## src/rtl/fifo_wr_arbiter.sv

```systemverilog
// fifo_wr_arbiter: round-robin write arbiter that lets N producers share one
// fifo write port. A granted producer may burst up to MAX_BURST words before
// the grant rotates. Writes stall while the fifo reports full, and an external
// overflow indication is latched into a sticky error flag.
// Optional build macro FIFO_WR_ARB_STATS_EN adds a saturating 16-bit
// stall-cycle counter output (stall_cnt).
module fifo_wr_arbiter #(
    parameter int B         = 8,
    parameter int N         = 4,
    parameter int MAX_BURST = 4
) (
    input  logic           clk,
    input  logic           reset,
    input  logic [N-1:0]   req,
    input  logic [N*B-1:0] data_in,
    output logic [N-1:0]   gnt,
    output logic [N-1:0]   ack,
    output logic           fifo_wr,
    output logic [B-1:0]   fifo_w_data,
    input  logic           fifo_full,
    input  logic           fifo_of,
    input  logic           clr_err,
    output logic           ovf_err,
    output logic [2:0]     owner,
    output logic           busy
`ifdef FIFO_WR_ARB_STATS_EN
    ,
    output logic [15:0]    stall_cnt
`endif
);

    typedef enum logic {IDLE, BURST} state_e;

    state_e         state_q;
    logic [N-1:0]   gnt_q;
    logic [2:0]     owner_q;
    logic [2:0]     last_q;
    logic [7:0]     burst_cnt_q;
    logic           ovf_q;

    logic           owner_req;
    logic           accept;
    logic           last_word;
    logic           release_d;
    logic [2:0]     scan_base;
    logic [2:0]     winner_d;
    logic [N-1:0]   win_oh_d;

    // The grant is one-hot, so masking req with it gives the owner's request
    // without indexing by the (possibly wider) owner register.
    always_comb begin
        owner_req = |(req & gnt_q);
        accept    = (state_q == BURST) && owner_req && !fifo_full;
        last_word = accept && (burst_cnt_q == 8'(MAX_BURST - 1));
        release_d = (state_q == BURST) && (!owner_req || last_word);
        scan_base = (state_q == BURST) ? owner_q : last_q;
    end

    // Round-robin pick: first requester after scan_base, wrapping; scanning
    // farthest-first lets the nearest match overwrite and win.
    always_comb begin
        winner_d = '0;
        for (int k = N; k >= 1; k--) begin
            for (int i = 0; i < N; i++) begin
                if (req[i] && (i == (int'(scan_base) + k) % N)) begin
                    winner_d = 3'(i);
                end
            end
        end
        for (int i = 0; i < N; i++) begin
            win_oh_d[i] = (winner_d == 3'(i));
        end
    end

    // Write-data mux selected by the one-hot grant.
    always_comb begin
        fifo_w_data = '0;
        for (int i = 0; i < N; i++) begin
            if (gnt_q[i]) begin
                fifo_w_data = data_in[i*B +: B];
            end
        end
    end

    assign fifo_wr = accept;
    assign ack     = accept ? gnt_q : '0;
    assign gnt     = gnt_q;
    assign owner   = owner_q;
    assign busy    = (state_q == BURST);
    assign ovf_err = ovf_q;

    // Grant FSM: hand-over on release happens in the same edge (no idle bubble).
    always_ff @(posedge clk or negedge reset) begin
        if (!reset) begin
            state_q     <= IDLE;
            gnt_q       <= '0;
            owner_q     <= '0;
            last_q      <= 3'(N - 1);
            burst_cnt_q <= '0;
        end else begin
            case (state_q)
                IDLE: begin
                    if (|req) begin
                        state_q     <= BURST;
                        gnt_q       <= win_oh_d;
                        owner_q     <= winner_d;
                        burst_cnt_q <= '0;
                    end
                end
                BURST: begin
                    if (release_d) begin
                        last_q      <= owner_q;
                        burst_cnt_q <= '0;
                        if (|req) begin
                            gnt_q   <= win_oh_d;
                            owner_q <= winner_d;
                        end else begin
                            state_q <= IDLE;
                            gnt_q   <= '0;
                        end
                    end else if (accept) begin
                        burst_cnt_q <= burst_cnt_q + 8'd1;
                    end
                end
                default: begin
                    state_q <= IDLE;
                    gnt_q   <= '0;
                end
            endcase
        end
    end

    // Sticky overflow flag; a new overflow beats a simultaneous clear.
    always_ff @(posedge clk or negedge reset) begin
        if (!reset) begin
            ovf_q <= 1'b0;
        end else if (fifo_of) begin
            ovf_q <= 1'b1;
        end else if (clr_err) begin
            ovf_q <= 1'b0;
        end
    end

`ifdef FIFO_WR_ARB_STATS_EN
    logic [15:0] stall_q;

    // Saturating count of cycles the owner wanted to write but the fifo was full.
    always_ff @(posedge clk or negedge reset) begin
        if (!reset) begin
            stall_q <= '0;
        end else if (clr_err) begin
            stall_q <= '0;
        end else if ((state_q == BURST) && owner_req && fifo_full && (stall_q != 16'hFFFF)) begin
            stall_q <= stall_q + 16'd1;
        end
    end

    assign stall_cnt = stall_q;
`endif

endmodule

```

## config.mk

```make
export PLATFORM = sky130hd
export DESIGN_NAME = fifo_wr_arbiter
export DESIGN_NICKNAME = d
export VERILOG_FILES = /design/src/rtl/fifo_wr_arbiter.sv
export SDC_FILE = /design/constraint.sdc
export NUM_CORES = 1
export LEC_CHECK = 0
export ABC_AREA = 1
export BUFFER_PORTS_ARGS = -buffer_cell sky130_fd_sc_hd__buf_4
export CORE_UTILIZATION = 38
export CTS_BUF_LIST = sky130_fd_sc_hd__clkbuf_2
export DETAILED_ROUTE_END_ITERATION = 12
export GPL_ROUTABILITY_DRIVEN = 0
export PLACE_DENSITY = 0.79
export RECOVER_POWER = 25
export SLEW_MARGIN = 15
export SYNTH_ARGS = -nofsm -noshare
export SYNTH_HDL_FRONTEND = slang
export SYNTH_SLANG_ARGS = --single-unit
export TNS_END_PERCENT = 10
```

## constraint.sdc

```tcl
create_clock -name clk -period 3.04 [get_ports clk]
set_input_delay 0 -clock clk [delete_from_list [all_inputs] [get_ports clk]]
set_output_delay 0 -clock clk [all_outputs]
set_load 0.005 [all_outputs]
```

==> results of run 1 <==
-- cell families after synthesis --
logic type	Yosys count
buffers and inverters	30
flip-flops	18
other	1
adder cells (fa/ha/maj)	1
AO/OA/AOI/OAI	34
AND/OR/NAND/NOR	115
-- per-layer routing --
metal,vias to the layer above,global-route usage [%],wire [um]
met4,0,3.779,31
met1,677,26.83,1664
li1,792,-,-
met5,-,0,0
met3,5,2.190,157
met2,48,30.98,1649
-- synth_stat cells (all sizes together) (2+ instances only) --
cell    count
a21oi       3
a221oi      8
buf         3
clkbuf      3
dfrtp      16
dfstp       2
inv        23
nand2      72
nand3      13
nand4       3
nor2       19
nor3        4
nor3b       2
nor4        2
o21ai      11
o31ai       8
-- path summary, 6_finish.rpt --
check	startpoint	end	slack, ns	depth (start not counted)
worst max-delay path	gnt[3]	gnt[2]	1.01	10
min in group asynchronous	reset	burst_cnt_q[7]	0.32	2
worst min-delay path	req[3]	gnt[0]	0.1	4
worst min register to register	burst_cnt_q[7]	burst_cnt_q[7]	0.50	1
worst max register to register	gnt[3]	gnt[2]	1.01	10
max in group asynchronous	reset	owner[1]	2.15	2
-- flip-flops by register name, indices dropped and copies added (netlist names) --
signal       count
last_q           2
gnt              4
busy             1
burst_cnt_q      8
ovf_err          1
owner            2
-- report_power, final --
group / internal, mW / switching [mW]
Sequential: 0.311 / 0.0999
Clock: 0.0286 / 0.0721
Combinational: 0.403 / 0.493
Total: 0.744 / 0.665
-- worst reg2reg max path: stages, from the launching register on --
cell	delay (ns)
dfrtp_1	0.75
nand2_1	0.14
nand4_2	0.14
nand2_1	0.07
nor2_2	0.14
nand3_1	0.11
nand3_1	0.15
nand2_1	0.07
inv_1	0.14
nand2_1	0.11
o21ai_2	0.14
-- what timing repair did --
| action | CTS | global route |
|---|---|---|
| hold buffers | 5 | 0 |
| hold endpoints to repair | 20 | 0 |
| buffers inserted | 0 | 0 |
-- final cells by class --
class | instances | area [sq um] | area share, %
clock inverter | 1 | 3.754 | 0.1949
clock buffer | 3 | 15.01 | 0.7797
multi-input combinational | 151 | 797.0 | 41.39
inverter | 24 | 95.09 | 4.938
timing repair buffer | 66 | 504.2 | 26.19
tap | 46 | 57.56 | 2.989
sequential | 18 | 452.9 | 23.52
-- stage by stage --
step | instance area [sq um] | hold WS [ns]
floorplan | 1386 | -0.2956
detailed placement | 1861 | -0.1210
global route | 1926 | 0.1294
global placement | 1861 | -0.1231
finish | 1926 | 0.09615
CTS | 1929 | 0.06425
==> results.cfg, run 1 <==
[setup_path]
slowest_stage = dfrtp_1
critical_path.most_common_cell = nand2_1
critPathRequiredTime_ns = 3.29
cp_top_family = simple AND/OR/NAND/NOR gates
setup.worst_path.end_class = flip-flop
crit_chain = nand2_1 > nand4_2 > nand2_1 > nor2_2 > nand3_1 > nand3_1 > nand2_1 > inv_1 > nand2_1 > o21ai_2
worstSetupPathType = flip-flop to flip-flop
start_kind = flip-flop
crit_fanout = 20
critical-path-max-stage-delay_ns = 0.75
crit_arrival_ns = 2.28
path_buf_inv = 1

[timing]
fin_skew_ns = 0.009989
setup_tns_ns = 0
fin_ws_ns = 1.011
tightest_slew_ns = 0.9271
setup_viol = 0
fin_crit_ns = 2.029
slew_headroom_pct = 38.19
max_freq_mhz = 492.9
slew_viol_final = 0
hold_viol_final = 0
rsz0062_at_grt = no
period_share_pct = 66.73

[worst_hold_path]
hold_path_class = input pin to flip-flop

[die]
start_util_pct = 40.59
num_rows = 21
core_sq_um = 3416
io_pins = 63
die_w_um = 62.40
die_y_um = 62.40
die_area_sq_um = 3894

[route]
drc = 0
wl_per_cell_um = 11.34
drt-initial-drc-count = 134
via_per_inst = 4.926
dr.pass1.iters = 4
drt_wl_total_mm = 3.503
ant_nets = 0
vias = 1522

[layout]
most-common-layout-cells = 64 x nand2_1, 60 x buf_4, 21 x inv_1
final_common_cell = nand2_1
fin_cells = 309
n_antenna_cell = 0
fin_util_pct = 56.37
fill_cells = 348
drive_above_1_share_pct = 31.56
area_delta_synth_final_pct = 38.90
final_nets = 306

[placed_design]
post-place-ws_ns = 1.090
placedCellCount = 300
io_buffer_count = 61
place_hpwl_mm = 2.732

[clock_network]
path_clk_slew_ns = 0.17
clk-insertion-delay-late_ns = 0.30
cts.sinks = 18
h-tree-depth = 1
clockRootBuffer = clkbuf_2
clk_path_buf_depth = 2
cts_tree = done
cts_buffers = 3
cts_resized = 0

[yosys]
synth_nets = 241
ys_ff_latch = 18
synth_top_family_by_area = simple AND/OR/NAND/NOR gates
synth_top_cell_area_share_pct = 28.88
synth_xor_area_share_pct = 0
seq_area_frac_synth_pct = 32.67
yosysTopAreaCell = dfrtp_1
synthMuxAreaShare_pct = 0
synth_fa_ha_area_share_pct = 0.9025
synth_compound_area_share_pct = 17.24
synthCells = 199
synth_edf_count = 0
post_synth_num_cell_types = 34
synth-simple-area-share_pct = 39.08
async_flop_share_pct = 100.0
synth_area_per_cell_sq_um = 6.966
yosys_most_used_dff = dfrtp_1
syn_area_sq_um = 1386
synth_area_leaders = dfrtp_1 29%, nand2_1 17%, inv_1 5.7%
ys.warnings.count = 0

[pwr]
power.density_nw_per_um2 = 731.4
vdd_drop_max_v = 0.0003077
power.leakage_nw = 0.9822
power_mw = 1.408

[global_route]
grt_pass1_wl_mm = 6.154
grt_usage_pct = 18.93
grt_overflow = 0
antenna_found_initial = 0
first_global_vias = 1389
grt_max_degree = 21

[run]
cap_viol_max_count = 0

[run_status]
status = finished, final reports clean
(Power assumes the default switching activity.)
==> run 2, diff against run 1 <==
- PLACE_DENSITY: 0.79 -> 0.82
- clock period: 3.04 -> 1.73 ns (I/O delays scaled with it)
==> run 2 against run 1 <==
The run now ends with negative setup slack left. Cell area grew 6.6%. Combinational power grew 110%. Clock-buffer cell count is the same. Via count grew 2.7%. Core utilization grew 3.7 points. Maximum frequency grew 13%. Final cell count grew 3.2%. Critical path type unchanged. Critical endpoint is now gnt[3].
==> results.cfg, run 2 (synthesis results as in run 1) <==
[die]
core_sq_um = 3416
start_util_pct = 40.59
num_rows = 21
die_area_sq_um = 3894
die_w_um = 62.40
io_pins = 63
die_y_um = 62.40

[clock_network]
clk_path_buf_depth = 2
path_clk_slew_ns = 0.17
clockRootBuffer = clkbuf_2
clk-insertion-delay-late_ns = 0.30
h-tree-depth = 1
cts_buffers = 3
cts_tree = done
cts.sinks = 18

[layout]
area_delta_synth_final_pct = 48.01
multi_input_area_sq_um = 847.1
n_antenna_cell = 0
largest_register = burst_cnt_q
fin_cells = 319
seq_area_sq_um = 454.2
final_nets = 316
drive_above_1_share_pct = 38.10
fill_cells = 345
final_common_cell = buf_4
most-common-layout-cells = 70 x buf_4, 61 x nand2_1, 20 x inv_1
largest_reg_flops = 8

[global_route]
first_global_vias = 1496
grt_overflow = 0
grt_max_degree = 20
grt_pass1_wl_mm = 6.306
antenna_found_initial = 0
grt_usage_pct = 19.39

[setup_path]
worstSetupPathType = flip-flop to flip-flop
critPathRequiredTime_ns = 1.94
crit_fanout = 6
setup.worst_path.end_class = flip-flop
crit_arrival_ns = 2.00
reg2regPathDepth = 19
crit-reg2reg-launch = last_q[0]
worstReg2RegEnd = gnt[3]
regToRegSetupSlack_ns = -0.06
start_kind = flip-flop

[worst_hold_path]
hp-start = req[3]
hold_depth = 4
worstHoldEndpoint = gnt[0]
hold_path_class = input pin to flip-flop

[timing]
slew_viol_final = 0
fin_ws_ns = -0.06231
fin_crit_ns = 1.792
setup_viol = 5
tightest_slew_ns = 0.9983
fin_skew_ns = 0.008276
slew_headroom_pct = 33.44
setup_tns_ns = -0.2316
max_freq_mhz = 557.9
hold_viol_final = 0
rsz0062_at_grt = yes
period_share_pct = 103.6

[placed_design]
placedCellCount = 309
place_hpwl_mm = 2.851
io_buffer_count = 61

[pwr]
power_mw = 2.691
power.leakage_nw = 1.038
power.density_nw_per_um2 = 1311
vdd_drop_max_v = 0.0005756

[route]
wl_per_cell_um = 11.66
drc = 0
drt_wl_total_mm = 3.720
vias = 1563
dr.pass1.iters = 4
ant_nets = 0
drt-initial-drc-count = 122
via_per_inst = 4.900

[run]
cap_viol_max_count = 0

[run_status]
violations = negative setup slack
status = complete, but fails checks
-- run 2: critical path: stages, from the launching register on --
cell	delay, ns
dfstp_2	0.59
nand2_4	0.07
nand2_8	0.08
inv_2	0.04
nor2_4	0.08
nand2_1	0.05
nand2_1	0.07
nand2_2	0.05
nand2_1	0.05
nand2_1	0.04
nand2_1	0.05
nand2_1	0.04
nand2_1	0.05
nand2_1	0.04
nand2_1	0.05
nand2_1	0.04
nand2_1	0.06
nand2_2	0.10
nand3_2	0.08
nand2_1	0.05
-- run 2: metal layers --
layer / global-route usage (%) / routed length, um / vias up
li1: - / - / 808
met1: 25.74 / 1678 / 714
met2: 34.51 / 1878 / 37
met3: 1.095 / 140 / 4
met4: 4.070 / 23 / 0
met5: 0 / 0 / -
-- run 2: final cells by class --
cell class / count / area share (%)
multi-input cells: 151 / 41.28
repair buffers: 76 / 28.23
flip-flops and latches: 18 / 22.13
inverters: 24 / 4.634
well taps: 46 / 2.805
clock buffers: 3 / 0.7317
clock inverters: 1 / 0.1829
-- run 2: through the flow --
step / utilization, % / setup WS (ns) / instance area [sq um] / hold WS, ns
2_1_floorplan: - / 0.04911 / 1386 / -0.2956
3_3_place_gp: 56.45 / -0.01383 / 1928 / -0.1190
3_5_place_dp: 56.45 / -0.03947 / 1928 / -0.1157
4_1_cts: 58.50 / -0.06850 / 1998 / 0.04846
5_1_grt: 60.07 / -0.2611 / 2052 / 0.1288
6_report: 60.07 / -0.06231 / 2052 / 0.1243
-- run 2: how the worst max path moves through the flow --
stage | startpoint | endpoint | slack (ns) | cells past startpoint
after floorplan | busy | owner[0] | 0.05 | 21
after global placement | busy | gnt[3] | -0.01 | 20
after detailed placement | busy | gnt[3] | -0.04 | 20
after CTS | last_q[0] | gnt[3] | -0.07 | 19
after global routing | last_q[1] | gnt[3] | -0.26 | 18
final | last_q[0] | gnt[3] | -0.06 | 19
-- run 2: repair_timing --
| item | in CTS | in global routing |
|---|---|---|
| endpoints found under the setup margin | 5 | 18 |
| pin swaps | 0 | 7 |
| hold endpoints to repair | 20 | 0 |
| buffers inserted | 0 | 1 |
| hold buffers | 5 | 0 |
| gates resized for setup | 1 | 12 |
-- run 2: power breakdown --
| group | switching, mW | internal, mW |
|---|---|---|
| Clock | 0.129 | 0.0502 |
| Sequential | 0.0775 | 0.549 |
| Combinational | 1.04 | 0.846 |
